`src/rtl/ahb_sram_ctrl.sv`:
```
// ahb_sram_ctrl: AHB-Lite slave in front of four 8-bit-wide SRAM lanes.
// Reads are issued straight from the address phase, so they run with zero
// wait states. A write holds the SRAM port during its data phase, so a read
// that arrives behind a write waits one cycle (state S_RDW).
// Optional feature macro: AHB_SRAM_ERR_EN. When it is defined, misaligned or
// oversized transfers get a two-cycle ERROR response and no SRAM access.
module ahb_sram_ctrl #(
    parameter int SRAM_AW = 13
) (
    input  logic               hclk,
    input  logic               hresetn,
    input  logic               hsel,
    input  logic [31:0]        haddr,
    input  logic [1:0]         htrans,
    input  logic               hwrite,
    input  logic [2:0]         hsize,
    input  logic [31:0]        hwdata,
    input  logic               hready,
    output logic               hreadyout,
    output logic               hresp,
    output logic [31:0]        hrdata,
    output logic [SRAM_AW-1:0] sram_a,
    output logic [31:0]        sram_d,
    output logic [3:0]         sram_cen,
    output logic [3:0]         sram_wen,
    output logic               sram_oen,
    input  logic [31:0]        sram_q
);

`ifdef AHB_SRAM_ERR_EN
    typedef enum logic [2:0] {S_IDLE, S_WR, S_RD, S_RDW, S_ERR1, S_ERR2} state_t;
`else
    typedef enum logic [1:0] {S_IDLE, S_WR, S_RD, S_RDW} state_t;
`endif

    state_t             state_q, state_d;
    logic [SRAM_AW-1:0] addr_q, addr_d;
    logic [3:0]         mask_q, mask_d;
    logic               hreadyout_q, hreadyout_d;
    logic               addr_valid;
    logic               rd_issue;
    logic [3:0]         lane_mask;
    logic               unused_bits;

    // High address bits wrap and htrans[0] (SEQ vs NONSEQ) needs no special handling.
    assign unused_bits = ^{haddr[31:SRAM_AW+2], htrans[0]};

    assign addr_valid = hsel & hready & htrans[1];
    assign hrdata     = sram_q;
    assign hreadyout  = hreadyout_q;
    assign sram_oen   = ~hresetn;

    // Byte-lane mask of the transfer in its address phase.
    always_comb begin
        lane_mask = 4'b1111;
        case (hsize)
            3'd0:    lane_mask = 4'b0001 << haddr[1:0];
            3'd1:    lane_mask = haddr[1] ? 4'b1100 : 4'b0011;
            default: lane_mask = 4'b1111;
        endcase
    end

`ifdef AHB_SRAM_ERR_EN
    logic hresp_q, hresp_d;
    logic xfer_err;

    // Misaligned half/word transfers and sizes above a word are rejected.
    always_comb begin
        xfer_err = (hsize > 3'd2)
                 | ((hsize == 3'd1) & haddr[0])
                 | ((hsize == 3'd2) & (haddr[1:0] != 2'b00));
    end

    assign hresp = hresp_q;
`else
    logic xfer_err;

    assign xfer_err = 1'b0;
    assign hresp    = 1'b0;
`endif

    // Next-state logic: accept an address phase unless this slave is stalling.
    always_comb begin
        state_d  = state_q;
        addr_d   = addr_q;
        mask_d   = mask_q;
        rd_issue = 1'b0;
        case (state_q)
            S_RDW: state_d = S_RD;
`ifdef AHB_SRAM_ERR_EN
            S_ERR1: state_d = S_ERR2;
`endif
            default: begin
                if (hready) begin
                    if (!addr_valid) begin
                        state_d = S_IDLE;
                    end else if (xfer_err) begin
`ifdef AHB_SRAM_ERR_EN
                        state_d = S_ERR1;
`else
                        state_d = S_IDLE;
`endif
                    end else if (hwrite) begin
                        state_d = S_WR;
                        addr_d  = haddr[SRAM_AW+1:2];
                        mask_d  = lane_mask;
                    end else if (state_q == S_WR) begin
                        state_d = S_RDW;
                        addr_d  = haddr[SRAM_AW+1:2];
                    end else begin
                        state_d  = S_RD;
                        rd_issue = 1'b1;
                    end
                end
            end
        endcase
    end

    // Registered bus response derived from the state being entered.
    always_comb begin
        hreadyout_d = (state_d != S_RDW);
`ifdef AHB_SRAM_ERR_EN
        hreadyout_d = (state_d != S_RDW) && (state_d != S_ERR1);
        hresp_d     = (state_d == S_ERR1) || (state_d == S_ERR2);
`endif
    end

    // SRAM strobes: write in WR, delayed read in RDW, direct read otherwise.
    always_comb begin
        sram_cen = 4'hF;
        sram_wen = 4'hF;
        sram_a   = addr_q;
        sram_d   = 32'h0;
        if (hresetn) begin
            if (state_q == S_WR) begin
                sram_cen = ~mask_q;
                sram_wen = ~mask_q;
                sram_d   = hwdata;
            end else if (state_q == S_RDW) begin
                sram_cen = 4'h0;
            end else if (rd_issue) begin
                sram_cen = 4'h0;
                sram_a   = haddr[SRAM_AW+1:2];
            end
        end
    end

    // State and registered outputs; reset drops any pending write or read.
    always_ff @(posedge hclk or negedge hresetn) begin
        if (!hresetn) begin
            state_q     <= S_IDLE;
            addr_q      <= '0;
            mask_q      <= 4'h0;
            hreadyout_q <= 1'b1;
`ifdef AHB_SRAM_ERR_EN
            hresp_q     <= 1'b0;
`endif
        end else begin
            state_q     <= state_d;
            addr_q      <= addr_d;
            mask_q      <= mask_d;
            hreadyout_q <= hreadyout_d;
`ifdef AHB_SRAM_ERR_EN
            hresp_q     <= hresp_d;
`endif
        end
    end

endmodule

```
`config.mk`:
```
export PLATFORM = sky130hd
export DESIGN_NAME = ahb_sram_ctrl
export DESIGN_NICKNAME = d
export VERILOG_FILES = /design/src/rtl/ahb_sram_ctrl.sv
export SDC_FILE = /design/constraint.sdc
export NUM_CORES = 1
export LEC_CHECK = 0
export CAP_MARGIN = 20
export CORE_MARGIN = 2
export CORE_UTILIZATION = 26
export CTS_CLUSTER_SIZE = 30
export DETAILED_ROUTE_END_ITERATION = 10
export PLACE_DENSITY = 0.82
export SYNTH_ARGS = -nofsm -noshare
export SYNTH_HDL_FRONTEND = slang
export SYNTH_SLANG_ARGS = --single-unit
```
`constraint.sdc`:
```
create_clock -name hclk -period 1.64 [get_ports hclk]
set_input_delay 0.164 -clock hclk [delete_from_list [all_inputs] [get_ports hclk]]
set_output_delay 0.164 -clock hclk [all_outputs]
set_load 0.005 [all_outputs]
```
# Yosys cells after proc, flatten, opt, wreduce, memory -nomap -nowiden
# Cells that the tools add are included.
# op_classes
n_eq_ne,4
n_shift,1
n_mux,26
n_bitwise,5
n_reduce_logical,4
# ops
op,count
$mux 13,6
$mux 32,2
$mux 4,7
$mux 2,4
$pmux 4 s2,1
$reduce_and 4->1,2
$mux 1,6
$not 4->4,1
$shl 1x2->4 const A,1
$eq 3x1->1 const B,1
$logic_not 3->1,1
$and 1x1->1,2
$eq 2x1->1 const B,1
$eq 2x2->1 const B,1
$ne 2x2->1 const B,1
$not 1->1,2
$reduce_bool 2->1,1
# word_totals
reg_bits,20
wordCells,44

# Logic depth before layout (Yosys ltp)
# logic_depth
depth_word,10
depth_mapped,4
depth_no_buf,3

# Least setup slack after synthesis
# OpenSTA, ideal clock, no wires.
# synth_timing
kind,register to register
start,register state_q[0]
end,register addr_q[12]
t_arrival_ps,1301
required_ps,1513
path_slack_ps,212
path_stages_with_launch,5
path_buffers,1
period_less_slack_ps,1428
path_cell_list,dfrtp_1 > nand2b_1 > a21oi_4 > buf_6 > mux2_1
# synth_between
elab_chain_len,3
elab_cells_between_ends,5
# synth_lines
element,line_no,source
from (decl),36,"state_t state_q, state_d;"
from (signal assigned),159,state_q <= state_d;
$eq 2x1->1 or $eq 2x2->1 (tied branches),"107, 88",
$reduce_bool 2->1 (no line) or $not 1->1 (tied branches),--,
$reduce_and 4->1 (no line) (*),--,
to (signal assigned),160,addr_q <= addr_d;
to (decl),37,"logic [SRAM_AW-1:0] addr_q, addr_d;"
# Mark *: on every way between the ends. The rest lies on a longest branch, timed or not.
# A chain may end at the register's enable or synchronous reset.

# Worst setup path after layout
# layout_timing
start,register state_q[0]
end,output port sram_d[8]
# layout_between
elab_chain_len,3
# layout_lines
element,line_no,source
$eq 2x1->1,135,if (state_q == S_WR) begin
$mux 32,135,
$mux 32,134,if (hresetn) begin
to (decl),23,"output logic [31:0] sram_d,"
# Every way passes these cells.

==> results_dict.tcl <==
set metrics [dict create \
    finClkSkew_ps 9.51 \
    initial_utilization_pct 27.2 \
    synth_warnings 0 \
    totalWireLength_um 5320 \
    synth_cell_types 25 \
    finalCritPeriodShare_pct 110 \
    wl_met1_um 1810 \
    vdd_ir_drop_max_mv 0.559 \
    portBuffers 110 \
    violations "negative setup slack" \
    antenna_found_initial 0 \
    viasPerCell 4.37 \
    crit_type "flip-flop to output pin" \
    place_congestion 0.735 \
    core_um2 5570 \
    max_cap_violations 0 \
    design_area_um2 2800 \
    dr_wl_met2_um 2950 \
    drt_iter0_markers 7 \
    synth_top_cell_by_area "dfrtp_1" \
    htree_levels 1 \
    synth_area_per_cell_um2 9.78 \
    num_antenna_cells 0 \
    std_cell_rows 27 \
    ant_nets 0 \
    routed-wl-met3_um 564 \
    top_level_ports 194 \
    whs_path_depth 0 \
    track_usage_pct 15.3 \
    grt_overflow 0 \
    post_dp_cell_area_um2 2550 \
    clk_latency_ps 250 \
    p_leak_nw 1.32 \
    min_period_ps 1800 \
    cts_tree "yes" \
    setup_violations 43 \
    r2r_cells 6 \
    finalPower_mw 1.79 \
    drc 0 \
    slew_viol_final 0 \
    first_pass_iters 4 \
    hold_violations 0 \
    dp.final_hpwl_um 4100 \
    syn_inst 155 \
    endpoint_kind "output pin" \
    cts-buffers-inserted 3 \
    cts_sinks 20 \
    path_clk_slew_ps 60 \
    rsz0062_at_grt "true" \
    crit_path_start_kind "flip-flop" \
    arrival_ps 1630 \
    fp.dieH_um 80.3 \
    status "finished, violations left" \
    fin_hold_ws_ps 328 \
    synth_area_leaders "dfrtp_1 (31%), buf_4 (16%), mux2_2 (16%), and2_1 (13%), mux2_1 (5.9%)" \
    grt_first_pass_wirelength_um 7580 \
    vias 1447 \
    final_nets 366 \
    syn-num-nets 261 \
    final.setup.worst_slack_ps -157 \
    root_buffer "clkbuf_8" \
    yosysTopAreaCellShare_pct 31.4 \
    cp.required_ps 1480 \
    rrSetupSlack_ps 30 \
    grt_pass1_vias 1518 \
    highest_layer "met3" \
    syn_area_um2 1520 \
    clockBufferDepth 2 \
    die-area_um2 6450 \
    grt_max_degree 21 \
    clock.fmax_mhz 557 \
    ys_seq_area_share_pct 33.1 \
    drive_gt1_share_pct 40.2 \
    hp-class "primary input to output pin" \
    wire_per_inst_um 16.1 \
    areaGrowthSynthToFinish_pct 85.1 \
    fill_cells 537 \
    cp_max_fo 16 \
    synth-seq-cells 20 \
    die_x_um 80.3 \
    power_density_nw_per_um2 638 \
    place_worst_setup_slack_ps -523 \
]
logic make-up (layout without fill, tap and decap cells):
| family | count (synthesis) | after routing | share of synthesized area [%] |
|---|---|---|---|
| AND/OR/NAND/NOR | 48 | 48 | 19.2 |
| AO/OA/AOI/OAI | 13 | 13 | 5.29 |
| other | 1 | 1 | 0.247 |
| flip-flops | 20 | 20 | 33.1 |
| buffers and inverters | 43 | 147 | 19.9 |
| multiplexers | 30 | 30 | 22.3 |
layer usage:
metal	GRT usage, %	vias up
li1	-	681
met1	15.0	677
met2	31.5	89
met3	4.49	0
met4	2.03	0
met5	0	-
sequential cells by signal, indices dropped and copies added, names as in the netlist:
signal     count
hreadyout      1
mask_q         4
addr_q        13
state_q        2
layout make-up:
class	count	area, um2	share of cell area, %
timing repair buffer	138	1310	46.6
multi-input combinational	92	840	29.9
sequential	20	503	17.9
tap	72	90.1	3.21
clock buffer	4	45.0	1.61
inverter	5	18.8	0.669
placed cells by master (no fill, tap or decap), types with 3 or more instances in the layout:
master	count
o21ai_0	6
and2_1	31
dlygate4sd2_1	22
buf_2	5
inv_1	4
dfrtp_1	18
buf_4	14
mux2_2	6
clkdlybuf4s50_1	52
clkbuf_2	12
nand2_1	4
clkdlybuf4s15_2	4
clkbuf_8	3
nor2_1	3
buf_6	23
o21ai_1	4
mux2_4	24
cells in the mapped netlist:
| library cell | instances |
|---|---|
| buf_4 | 33 |
| and2_1 | 32 |
| mux2_2 | 22 |
| dfrtp_1 | 19 |
| o21ai_0 | 10 |
| mux2_1 | 8 |
| inv_1 | 5 |
| nand2_1 | 4 |
| nor2_1 | 3 |
| buf_6 | 2 |
| clkbuf_1 | 2 |
| nor2b_1 | 2 |
| a211o_1 | 1 |
| a21oi_1 | 1 |
| a21oi_4 | 1 |
| buf_2 | 1 |
| conb_1 | 1 |
| dfstp_2 | 1 |
| nand2b_1 | 1 |
| nand2b_2 | 1 |
| nand3_1 | 1 |
| nand4b_1 | 1 |
| nor2_2 | 1 |
| nor3_2 | 1 |
| or2_1 | 1 |
final timing paths:
path                             from    endpoint
min in group asynchronous     hresetn  addr_q[10]
hold / removal             sram_q[13]  hrdata[13]
setup / recovery           state_q[0]   sram_d[8]
max in group asynchronous     hresetn   hreadyout
hold reg to reg             addr_q[2]   addr_q[2]
setup reg to reg           state_q[0]  addr_q[10]
stage by stage:
stage	util, %	TNS, ps	instances
after global placement	45.8	-17920	313
after CTS	50.0	-6420	330
final	50.3	-4100	331
after floorplan	-	0	155
after detailed placement	45.8	-18150	313
after global routing	50.3	-7220	331
where the power goes:
part	switching (mW)	internal, mW	total, mW
clock	0.149	0.172	0.321
sequential	0.0735	0.604	0.677
combinational	0.223	0.567	0.791
total	0.446	1.34	1.79
worst max-delay path: stages, from the launching register on:
cell and delay, ps:
dfrtp_2 430, buf_4 150, nand2b_4 70, nor2_4 40
buf_4 140, buf_12 130, and2_1 160, dlygate4sd2_1 260
what timing repair did:
item	CTS	global route
setup buffers	12	0
setup endpoints to repair	53	63
cloned	2	0
resized for setup	171	37
pin swaps	5	2
hold buffers	0	1
endpoints found under the hold margin	0	19
Note: power is estimated with default switching activity, not from simulation.
